[config.mk]
export PLATFORM = sky130hd
export DESIGN_NAME = spi_core
export DESIGN_NICKNAME = d
export VERILOG_FILES = /design/src/rtl/spi_core.sv
export SDC_FILE = /design/constraint.sdc
export NUM_CORES = 1
export LEC_CHECK = 0
export ABC_AREA = 1
export BUFFER_PORTS_ARGS = -buffer_cell sky130_fd_sc_hd__buf_2
export CORE_MARGIN = 1.5
export CORE_UTILIZATION = 57
export CTS_CLUSTER_SIZE = 14
export DETAILED_ROUTE_END_ITERATION = 8
export PLACE_DENSITY = 0.8
export SYNTH_ARGS = -nofsm -noshare
export SYNTH_HDL_FRONTEND = slang
export SYNTH_SLANG_ARGS = --single-unit
[constraint.sdc]
create_clock -name clk -period 2.5 [get_ports clk]
set_input_delay 0.125 -clock clk [delete_from_list [all_inputs] [get_ports clk]]
set_output_delay 0.125 -clock clk [all_outputs]
set_load 0.02 [all_outputs]
[src/rtl/spi_core.sv]
// Single-channel SPI master: shifts out an MSB-aligned word and returns the LSB-aligned received word.
// Frame width, CPOL/CPHA and the SCLK divider are captured when a word is accepted.
module spi_core #(
  parameter int DATA_WIDTH       = 16,
  parameter int DATA_COUNT_WIDTH = 8,
  parameter int SCLK_COUNT_WIDTH = 16
) (
  input  logic                        clk,
  input  logic                        rst,
  input  logic [DATA_COUNT_WIDTH-1:0] spi_width_i,
  input  logic                        cpol_i,
  input  logic                        cpha_i,
  input  logic [SCLK_COUNT_WIDTH-1:0] sclk_div_i,
  input  logic                        mosi_stb,
  input  logic [DATA_WIDTH-1:0]       mosi_data_i,
  output logic                        miso_stb,
  output logic [DATA_WIDTH-1:0]       miso_data_o,
  output logic                        ready_o,
  output logic [2:0]                  state_o,
  output logic [DATA_COUNT_WIDTH-1:0] data_count_o,
  output logic                        wr_edge,
  output logic                        rd_edge,
  output logic                        sclk,
  output logic                        mosi,
  input  logic                        miso,
  output logic                        csn
);

  typedef enum logic [2:0] {IDLE = 3'd0, LEAD = 3'd1, XFER = 3'd2, TRAIL = 3'd3, DONE = 3'd4} state_e;

  state_e                      state_q, state_d;
  logic [SCLK_COUNT_WIDTH-1:0] cnt_q, cnt_d, div_q, div_d;
  logic                        half_q, half_d;
  logic [DATA_COUNT_WIDTH-1:0] bitIdx_q, bitIdx_d, width_q, width_d, count_q, count_d;
  logic                        cpol_q, cpol_d, cpha_q, cpha_d;
  logic [DATA_WIDTH-1:0]       txShift_q, txShift_d, rxShift_q, rxShift_d;
  logic [DATA_COUNT_WIDTH-1:0] widthClamp;
  logic                        accept, lastCnt, rdEv, wrEv;

  logic                        csn_q, csn_d, sclk_q, sclk_d, mosi_q, mosi_d, ready_q, ready_d;
  logic                        misoStb_q, misoStb_d, wrEdge_q, wrEdge_d, rdEdge_q, rdEdge_d;
  logic [DATA_WIDTH-1:0]       misoData_q, misoData_d;

  always_comb begin
    if (spi_width_i == '0)
      widthClamp = DATA_COUNT_WIDTH'(1);
    else if (spi_width_i > DATA_COUNT_WIDTH'(DATA_WIDTH))
      widthClamp = DATA_COUNT_WIDTH'(DATA_WIDTH);
    else
      widthClamp = spi_width_i;
  end

  always_ff @(posedge clk) begin
    if (rst) begin
      state_q    <= IDLE;
      cnt_q      <= '0;
      div_q      <= '0;
      half_q     <= 1'b0;
      bitIdx_q   <= '0;
      width_q    <= '0;
      count_q    <= '0;
      cpol_q     <= 1'b0;
      cpha_q     <= 1'b0;
      txShift_q  <= '0;
      rxShift_q  <= '0;
      csn_q      <= 1'b1;
      sclk_q     <= cpol_i;
      mosi_q     <= 1'b0;
      ready_q    <= 1'b1;
      misoStb_q  <= 1'b0;
      misoData_q <= '0;
      wrEdge_q   <= 1'b0;
      rdEdge_q   <= 1'b0;
    end else begin
      state_q    <= state_d;
      cnt_q      <= cnt_d;
      div_q      <= div_d;
      half_q     <= half_d;
      bitIdx_q   <= bitIdx_d;
      width_q    <= width_d;
      count_q    <= count_d;
      cpol_q     <= cpol_d;
      cpha_q     <= cpha_d;
      txShift_q  <= txShift_d;
      rxShift_q  <= rxShift_d;
      csn_q      <= csn_d;
      sclk_q     <= sclk_d;
      mosi_q     <= mosi_d;
      ready_q    <= ready_d;
      misoStb_q  <= misoStb_d;
      misoData_q <= misoData_d;
      wrEdge_q   <= wrEdge_d;
      rdEdge_q   <= rdEdge_d;
    end
  end

  // Each XFER slot is two halves of D+1 cycles; miso is captured entering the
  // second half and the next bit is presented when the slot index advances.
  always_comb begin
    state_d   = state_q;
    cnt_d     = cnt_q;
    div_d     = div_q;
    half_d    = half_q;
    bitIdx_d  = bitIdx_q;
    width_d   = width_q;
    count_d   = count_q;
    cpol_d    = cpol_q;
    cpha_d    = cpha_q;
    txShift_d = txShift_q;
    rxShift_d = rxShift_q;
    rdEv      = 1'b0;
    wrEv      = 1'b0;
    accept    = mosi_stb & ready_q;
    lastCnt   = (cnt_q == div_q);
    case (state_q)
      IDLE, DONE: begin
        state_d = IDLE;
        if (accept) begin
          state_d   = LEAD;
          cnt_d     = '0;
          half_d    = 1'b0;
          bitIdx_d  = '0;
          count_d   = '0;
          width_d   = widthClamp;
          cpol_d    = cpol_i;
          cpha_d    = cpha_i;
          div_d     = sclk_div_i;
          txShift_d = mosi_data_i;
          rxShift_d = '0;
        end
      end
      LEAD: begin
        cnt_d = cnt_q + SCLK_COUNT_WIDTH'(1);
        if (lastCnt) begin
          state_d = XFER;
          cnt_d   = '0;
        end
      end
      XFER: begin
        cnt_d = cnt_q + SCLK_COUNT_WIDTH'(1);
        if (lastCnt) begin
          cnt_d = '0;
          if (!half_q) begin
            half_d    = 1'b1;
            rdEv      = 1'b1;
            rxShift_d = {rxShift_q[DATA_WIDTH-2:0], miso};
            count_d   = count_q + DATA_COUNT_WIDTH'(1);
          end else if (bitIdx_q == width_q - DATA_COUNT_WIDTH'(1)) begin
            state_d = TRAIL;
          end else begin
            half_d    = 1'b0;
            bitIdx_d  = bitIdx_q + DATA_COUNT_WIDTH'(1);
            wrEv      = 1'b1;
            txShift_d = {txShift_q[DATA_WIDTH-2:0], 1'b0};
          end
        end
      end
      TRAIL: begin
        cnt_d = cnt_q + SCLK_COUNT_WIDTH'(1);
        if (lastCnt) begin
          state_d = DONE;
          cnt_d   = '0;
        end
      end
      default: state_d = IDLE;
    endcase
  end

  // Outputs are derived from next-state values so every pin comes straight from a flop.
  always_comb begin
    csn_d      = !(state_d inside {LEAD, XFER, TRAIL});
    ready_d    = (state_d == IDLE) || (state_d == DONE);
    misoStb_d  = (state_d == DONE);
    misoData_d = (state_d == DONE) ? rxShift_d : misoData_q;
    mosi_d     = csn_d ? 1'b0 : txShift_d[DATA_WIDTH-1];
    wrEdge_d   = wrEv;
    rdEdge_d   = rdEv;
    if (state_d == IDLE)
      sclk_d = cpol_i;
    else if (state_d == XFER)
      sclk_d = cpol_d ^ half_d ^ cpha_d;
    else
      sclk_d = cpol_d;
  end

  assign state_o      = state_q;
  assign data_count_o = count_q;
  assign csn          = csn_q;
  assign sclk         = sclk_q;
  assign mosi         = mosi_q;
  assign ready_o      = ready_q;
  assign miso_stb     = misoStb_q;
  assign miso_data_o  = misoData_q;
  assign wr_edge      = wrEdge_q;
  assign rd_edge      = rdEdge_q;

endmodule

==> metrics.md, run 1 <==
| Metric | Value |
|---|---|
| RePlAce Congestion | `0.851` |
| Primary FF master, synth | `dfxtp_1` |
| Gate power share | `12.8%` |
| CTS tree | `built` |
| Yosys top cell area share | `43.1%` |
| Setup WS pre-CTS | `0.254 ns` |
| Max_slew headroom | `58.1%` |
| Iter 0 DRT Violations | `276` |
| Worst Skew | `0.00904 ns` |
| CTS buffer count | `17` |
| FP Rows | `35` |
| Clock power frac | `49.5%` |
| ANT nets after route | `0` |
| Ys Warns | `0` |
| Post-DP HPWL | `8510 microns` |
| Number of port buffers | `79` |
| Sequential share of the synthesized area | `43.1%` |
| TritonRoute pass-1 iters | `5` |
| Crit start category | `flop` |
| Fin cells | `1035` |
| Async SR Flop Fraction | `0%` |
| Chip height | `101 microns` |
| Hold Path Class | `input pin to flop` |
| Setup ws final | `0.285 ns` |
| I/O pins | `80` |
| Area grow syn2layout | `28.8%` |
| Placed instance area | `0.00594 sq mm` |
| Worst EP required | `2.96 ns` |
| First-pass GRT wire length | `22300 microns` |
| CTS Buffer Depth | `2` |
| Category of the most critical setup path | `flop to flop` |
| Leakage power figure | `3.10 nW` |
| H-tree levels | `4` |
| Status | `finished clean` |
| DP Cell Count | `962` |
| Initial Utilization | `58.8%` |
| Int Pwr | `3.98 mW` |
| Final Cell Area | `0.00700 sq mm` |
| Largest net degree at the start of global routing | `62` |
| Top cells by area, synth | `dfxtp_1, nand2_1, inv_1, nor2_1, a21oi_1` |
| Root Buffer | `clkbuf_8` |
| Setup violations, final | `0` |
| Tcrit/Tclk final | `88.6%` |
| Initial antenna violation count | `0` |
| Crit Path Max Fanout | `17` |
| Worst vdd ir | `0.000575 V` |
| Critical Path AT | `2.68 ns` |
| Wirelength per Cell | `12.9 microns` |
| Final Max Slew Viols | `0` |
| Layout cell share with drive strength beyond 1 | `18.4%` |
| Sequential share of power | `37.7%` |
| PD cells | `763 mW/mm^2` |
| Gr ovfl total | `0` |
| Diode count | `0` |
| Setup crit end kind | `flop` |
| Cell area after synthesis | `0.00543 sq mm` |
| Synth unique cells | `40` |
| Vias per inst | `5.15` |
| Net count, final | `943` |
| Switch share | `25.5%` |
| Syn Inst Count | `772` |
| Maximum clock frequency | `451 MHz` |
| Syn_nets | `822` |
| RSZ-0062 raised after global routing | `no` |
| Total core area | `0.00924 sq mm` |
| Area leader, netlist | `dfxtp_1` |
| Vias in the first global route | `5112` |
| Avg Cell Area, Syn | `7.04 sq um` |
| Number of flops mapped to enable cells by yosys | `0` |
| Clk pin slew, worst setup/hold paths | `0.06 ns` |
| Final Hold Vio Count | `0` |
| Die area | `0.0101 sq mm` |
| Global Route Usage Sum | `27.6%` |
| Postcts setup bufs | `0` |
| Die Wd | `101 microns` |
| P_sw | `1.36 mW` |
| Measured slew at the worst slew-check pin | `0.629 ns` |
| DR DRC count | `0` |
| Routed WL | `13300 microns` |
| CTS Sinks | `117` |
| #FFs+latches synth | `117` |
| Sum Neg Setup Slack | `0 ns` |
| Vias post-DR | `5331` |
| MaxCap Viol Count | `0` |
| Clock network latency to the later pin of the worst-skew pair | `0.52 ns` |
| Minimum clock period | `2.21 ns` |
## cell usage after synthesis (8+ instances only)
master and instances:
dfxtp_1 117, o21ai_0 38, xor2_1 8, nand3_1 28, a31oi_1 16, o211ai_1 16
a21oi_1 39, o22ai_1 10, inv_2 15, buf_2 9, inv_1 102, nand2_1 201
clkbuf_1 16, nor2_1 83, nand4_1 8
## worst paths after layout
kind / startpoint / endpoint / slack, ns / cells past startpoint
setup / recovery: cnt_q[2]$_SDFFE_PP0P_ / mosi$_SDFF_PP0_ / 0.29 / 16
hold / removal: rst / bitIdx_q[7]$_SDFFE_PP0P_ / 0.04 / 5
setup reg to reg: cnt_q[2]$_SDFFE_PP0P_ / mosi$_SDFF_PP0_ / 0.29 / 16
hold reg to reg: width_q[7]$_SDFFE_PP0P_ / width_q[7]$_SDFFE_PP0P_ / 0.45 / 2
## placed cells by master (no fill, tap or decap), types with 4 or more instances in the layout
cell type / instances
a21oi_1: 39
a221oi_1: 6
a31oi_1: 16
buf_2: 79
buf_4: 9
bufinv_16: 5
clkbuf_16: 16
dfxtp_1: 116
dlygate4sd3_1: 41
inv_1: 102
inv_2: 15
nand2_1: 201
nand2_2: 4
nand3_1: 28
nand4_1: 8
nor2_1: 83
nor2_2: 5
nor4_1: 4
o211ai_1: 16
o21ai_0: 38
o21ai_1: 6
o22ai_1: 10
or2_2: 6
xor2_1: 8
## power groups by stage
stage               sequential (mW)  combinational [mW]  clock (mW)
finish                         2.01               0.686        2.64
global route                   2.02               0.766        2.73
CTS                            2.01               0.679        2.66
detailed placement             2.05               0.614           0
global placement               2.05               0.601           0
floorplan                      2.06               0.433           0
## cell families after synthesis
family | share of synthesized area, %
buffers and inverters | 10.5
AND/OR/NAND/NOR | 28.3
flip-flops | 43.1
AO/OA/AOI/OAI | 15.5
XOR/XNOR | 1.61
adder cells (fa/ha/maj) | 0.921
## critical path: stages (launching register included)
cell     delay, ns
dfxtp_1       0.45
inv_2         0.04
nand2_1       0.07
nand2_1       0.08
nor2_1        0.11
nand2_1       0.07
nor2_2        0.20
nand3_1       0.13
nor2_1        0.16
nand2_1       0.12
inv_2         0.24
nand2_1       0.09
nand4_1       0.07
o21ai_1       0.09
nand2_1       0.06
o21ai_0       0.10
inv_1         0.08
## cell type report
type	count	area (sq um)
well taps	129	161
multi-input cells	510	2530
fillers	689	2240
inverters	118	445
flip-flops and latches	117	2340
repair buffers	129	873
clock inverters	12	200
clock buffers	20	445
## registers in the layout (all words and copies together) (netlist names)
| signal | cells |
|---|---|
| csn | 1 |
| data_count_o | 8 |
| state_o | 3 |
| rxShift_q | 16 |
| rd_edge | 1 |
| mosi | 1 |
| miso_data_o | 16 |
| cnt_q | 16 |
| sclk | 1 |
| wr_edge | 1 |
| div_q | 16 |
| cpha_q | 1 |
| width_q | 8 |
| half_q | 1 |
| cpol_q | 1 |
| ready_o | 1 |
| bitIdx_q | 8 |
| txShift_q | 16 |
| miso_stb | 1 |
## per-stage QoR
step	power (mW)	util [%]	hold slack, ns
after floorplan	2.49	-	0.260
after global placement	2.65	64.3	0.348
after detailed placement	2.66	64.3	0.354
after CTS	5.35	75.7	0.0273
after global routing	5.52	75.7	0.0498
final	5.34	75.7	0.0394
## what timing repair did
item | 4_1_cts | 5_1_grt
hold endpoints to repair | 39 | 0
hold buffers | 41 | 0
resized for setup | 0 | 2
setup endpoints to repair | 0 | 1
## metal layers
layer	GRT usage, %	vias up	part of all wire (%)
li1	-	2715	-
met2	46.4	154	48
met5	0	-	0
met1	33.4	2422	44
met4	12.4	0	2.5
met3	6.52	40	5.4
Power figures use the tool's default switching activity.
==> inputs of run 2 (changes only) <==
--- a/config.mk
+++ b/config.mk
@@ -11,7 +11,7 @@
 export CORE_UTILIZATION = 57
 export CTS_CLUSTER_SIZE = 14
 export DETAILED_ROUTE_END_ITERATION = 8
-export PLACE_DENSITY = 0.8
+export PLACE_DENSITY = 0.84
 export SYNTH_ARGS = -nofsm -noshare
 export SYNTH_HDL_FRONTEND = slang
 export SYNTH_SLANG_ARGS = --single-unit
==> run 2 against run 1 <==
Net effect: sequential cell count unchanged; first-iteration DRC count increased by 5.1%; final cell count fell by 0.48%; core utilization is 0.92 points lower; design area is 1.2% lower; combinational power is essentially flat; die area did not move; maximum frequency down 2.9%; clock-buffer cell count did not move; critical path depth is 3 lower; critical path type unchanged; critical endpoint is now bitIdx_q[7]$_SDFFE_PP0P_; largest cell class unchanged.
==> metrics.md, run 2 (synthesis gave the netlist of run 1 again) <==
| Metric | Value |
|---|---|
| Postcts setup bufs | `0 (unchanged)` |
| First-pass GRT wire length | `23000 microns (was 22300 microns)` |
| CTS buffer count | `17 (unchanged)` |
| Root Buffer | `clkbuf_8 (unchanged)` |
| ANT nets after route | `0 (unchanged)` |
| RSZ-0062 raised after global routing | `no (unchanged)` |
| FP Rows | `35 (unchanged)` |
| Maximum clock frequency | `438 MHz (was 451 MHz)` |
| Initial Utilization | `58.8% (unchanged)` |
| CTS tree | `built (unchanged)` |
| I/O pins | `80 (unchanged)` |
| RePlAce Congestion | `0.935 (was 0.851)` |
| Clock network latency to the later pin of the worst-skew pair | `0.52 ns (about the same)` |
| Crit start category | `flop (unchanged)` |
| Total core area | `0.00924 sq mm (unchanged)` |
| Worst vdd ir | `0.000595 V (was 0.000575 V)` |
| Global Route Usage Sum | `28.5% (was 27.6%)` |
| Placed instance area | `0.00592 sq mm (was 0.00594 sq mm)` |
| Hold Path Class | `input pin to flop (unchanged)` |
| Final Cell Area | `0.00691 sq mm (was 0.00700 sq mm)` |
| Area grow syn2layout | `27.3% (was 28.8%)` |
| Measured slew at the worst slew-check pin | `0.662 ns (was 0.629 ns)` |
| Most common cell after layout, fill and taps aside | `nand2_1 (unchanged)` |
| Crit Path Max Fanout | `7 (was 17)` |
| Most frequent cells in the layout | `nand2_1, dfxtp_1, inv_1 (unchanged)` |
| DP Cell Count | `960 (was 962)` |
| Wirelength per Cell | `13.5 microns (was 12.9 microns)` |
| Setup crit end kind | `flop (unchanged)` |
| Routed WL | `13900 microns (was 13300 microns)` |
| Die Wd | `101 microns (unchanged)` |
| Iter 0 DRT Violations | `290 (was 276)` |
| Largest net degree at the start of global routing | `63 (was 62)` |
| H-tree levels | `4 (unchanged)` |
| Worst Skew | `0.0115 ns (was 0.00904 ns)` |
| Vias per inst | `5.28 (was 5.15)` |
| Final Hold Vio Count | `0 (unchanged)` |
| Max_slew headroom | `55.8% (was 58.1%)` |
| Layout cell share with drive strength beyond 1 | `17.9% (was 18.4%)` |
| Initial antenna violation count | `0 (unchanged)` |
| CTS Buffer Depth | `2 (unchanged)` |
| Setup violations, final | `0 (unchanged)` |
| Tcrit/Tclk final | `91.2% (was 88.6%)` |
| Net count, final | `941 (was 943)` |
| Final Max Slew Viols | `0 (unchanged)` |
| Worst EP required | `2.91 ns (was 2.96 ns)` |
| Hold Slack | `0.0426 ns (was 0.0394 ns)` |
| Sum Neg Setup Slack | `0 ns (unchanged)` |
| Diode count | `0 (unchanged)` |
| Post-DP HPWL | `9000 microns (was 8510 microns)` |
| Clk pin slew, worst setup/hold paths | `0.05 ns (was 0.06 ns)` |
| Number of port buffers | `79 (unchanged)` |
| Gr ovfl total | `0 (unchanged)` |
| MaxCap Viol Count | `0 (unchanged)` |
| Leakage power figure | `3.05 nW (was 3.10 nW)` |
| Status | `finished clean (unchanged)` |
| Minimum clock period | `2.28 ns (was 2.21 ns)` |
| CTS Sinks | `117 (unchanged)` |
| PD cells | `728 mW/mm^2 (was 763 mW/mm^2)` |
| Die area | `0.0101 sq mm (unchanged)` |
| DR DRC count | `0 (unchanged)` |
| Vias post-DR | `5442 (was 5331)` |
| Fin cells | `1030 (was 1035)` |
| Vias in the first global route | `5284 (was 5112)` |
| Category of the most critical setup path | `flop to flop (unchanged)` |
| TritonRoute pass-1 iters | `5 (unchanged)` |
| Critical Path AT | `2.69 ns (was 2.68 ns)` |
| Chip height | `101 microns (unchanged)` |
-- run 2: changes by cell type in the layout (fill, tap and decap cells not counted), sizes merged --
cell    before  now
inv        119  118
bufinv       5    3
buf         88   86
-- run 2: final cells by class --
class	count	area, sq um
Inverter	118	448
Multi-Input combinational cell	510	2540
Clock inverter	9	131
Clock buffer	20	435
Fill cell	657	2330
Sequential cell	117	2340
Tap cell	129	161
Timing Repair Buffer	127	858
-- run 2: repair_timing --
action,4_1_cts,5_1_grt
gates resized for setup,0,4
endpoints found under the hold margin,40,0
hold buffers,41,0
endpoints found under the setup margin,0,2
-- run 2: path summary, 6_finish.rpt --
| kind | startpoint | end | slack, ns | depth (start not counted) |
|---|---|---|---|---|
| setup / recovery | width_q[0]$_SDFFE_PP0P_ | bitIdx_q[7]$_SDFFE_PP0P_ | 0.22 | 13 |
| hold / removal | mosi_data_i[15] | txShift_q[15]$_SDFF_PP0_ | 0.04 | 5 |
| setup reg to reg | width_q[0]$_SDFFE_PP0P_ | bitIdx_q[7]$_SDFFE_PP0P_ | 0.22 | 13 |
| hold reg to reg | width_q[7]$_SDFFE_PP0P_ | width_q[7]$_SDFFE_PP0P_ | 0.45 | 2 |
-- run 2: worst max-delay path, cell delays in order (launching register included) --
cell	delay (ns)
dfxtp_1	0.41
inv_1	0.11
ha_2	0.30
or2_2	0.27
nand4_1	0.07
nor2_1	0.05
nand2_1	0.11
inv_1	0.07
nand2_1	0.07
nand3_2	0.15
nor3_2	0.30
nand3_1	0.13
nand2_1	0.09
nor2_1	0.04
-- run 2: power by group --
part           switching, mW  internal (mW)  leakage [nW]
combinational          0.438          0.246          1.83
clock                  0.814           1.52         0.269
sequential            0.0575           1.95         0.950
total                   1.31           3.72          3.05
-- run 2: routing by layer --
| metal | wire length [microns] | global-route usage (%) | part of all wire (%) | up-vias |
|---|---|---|---|---|
| li1 | - | - | - | 2712 |
| met1 | 5990 | 34.7 | 43 | 2474 |
| met2 | 6800 | 48.8 | 49 | 235 |
| met3 | 989 | 7.14 | 7.1 | 21 |
| met4 | 170 | 9.86 | 1.2 | 0 |
| met5 | 0 | 0 | 0 | - |
-- run 2: per-stage QoR --
stage / setup slack, ns / util [%] / power, mW
2_1_floorplan: 0.550 / - / 2.49
3_3_place_gp: 0.241 / 64.1 / 2.64
3_5_place_dp: 0.233 / 64.1 / 2.66
4_1_cts: 0.205 / 74.7 / 5.03
5_1_grt: 0.0460 / 74.8 / 5.23
6_report: 0.219 / 74.8 / 5.03
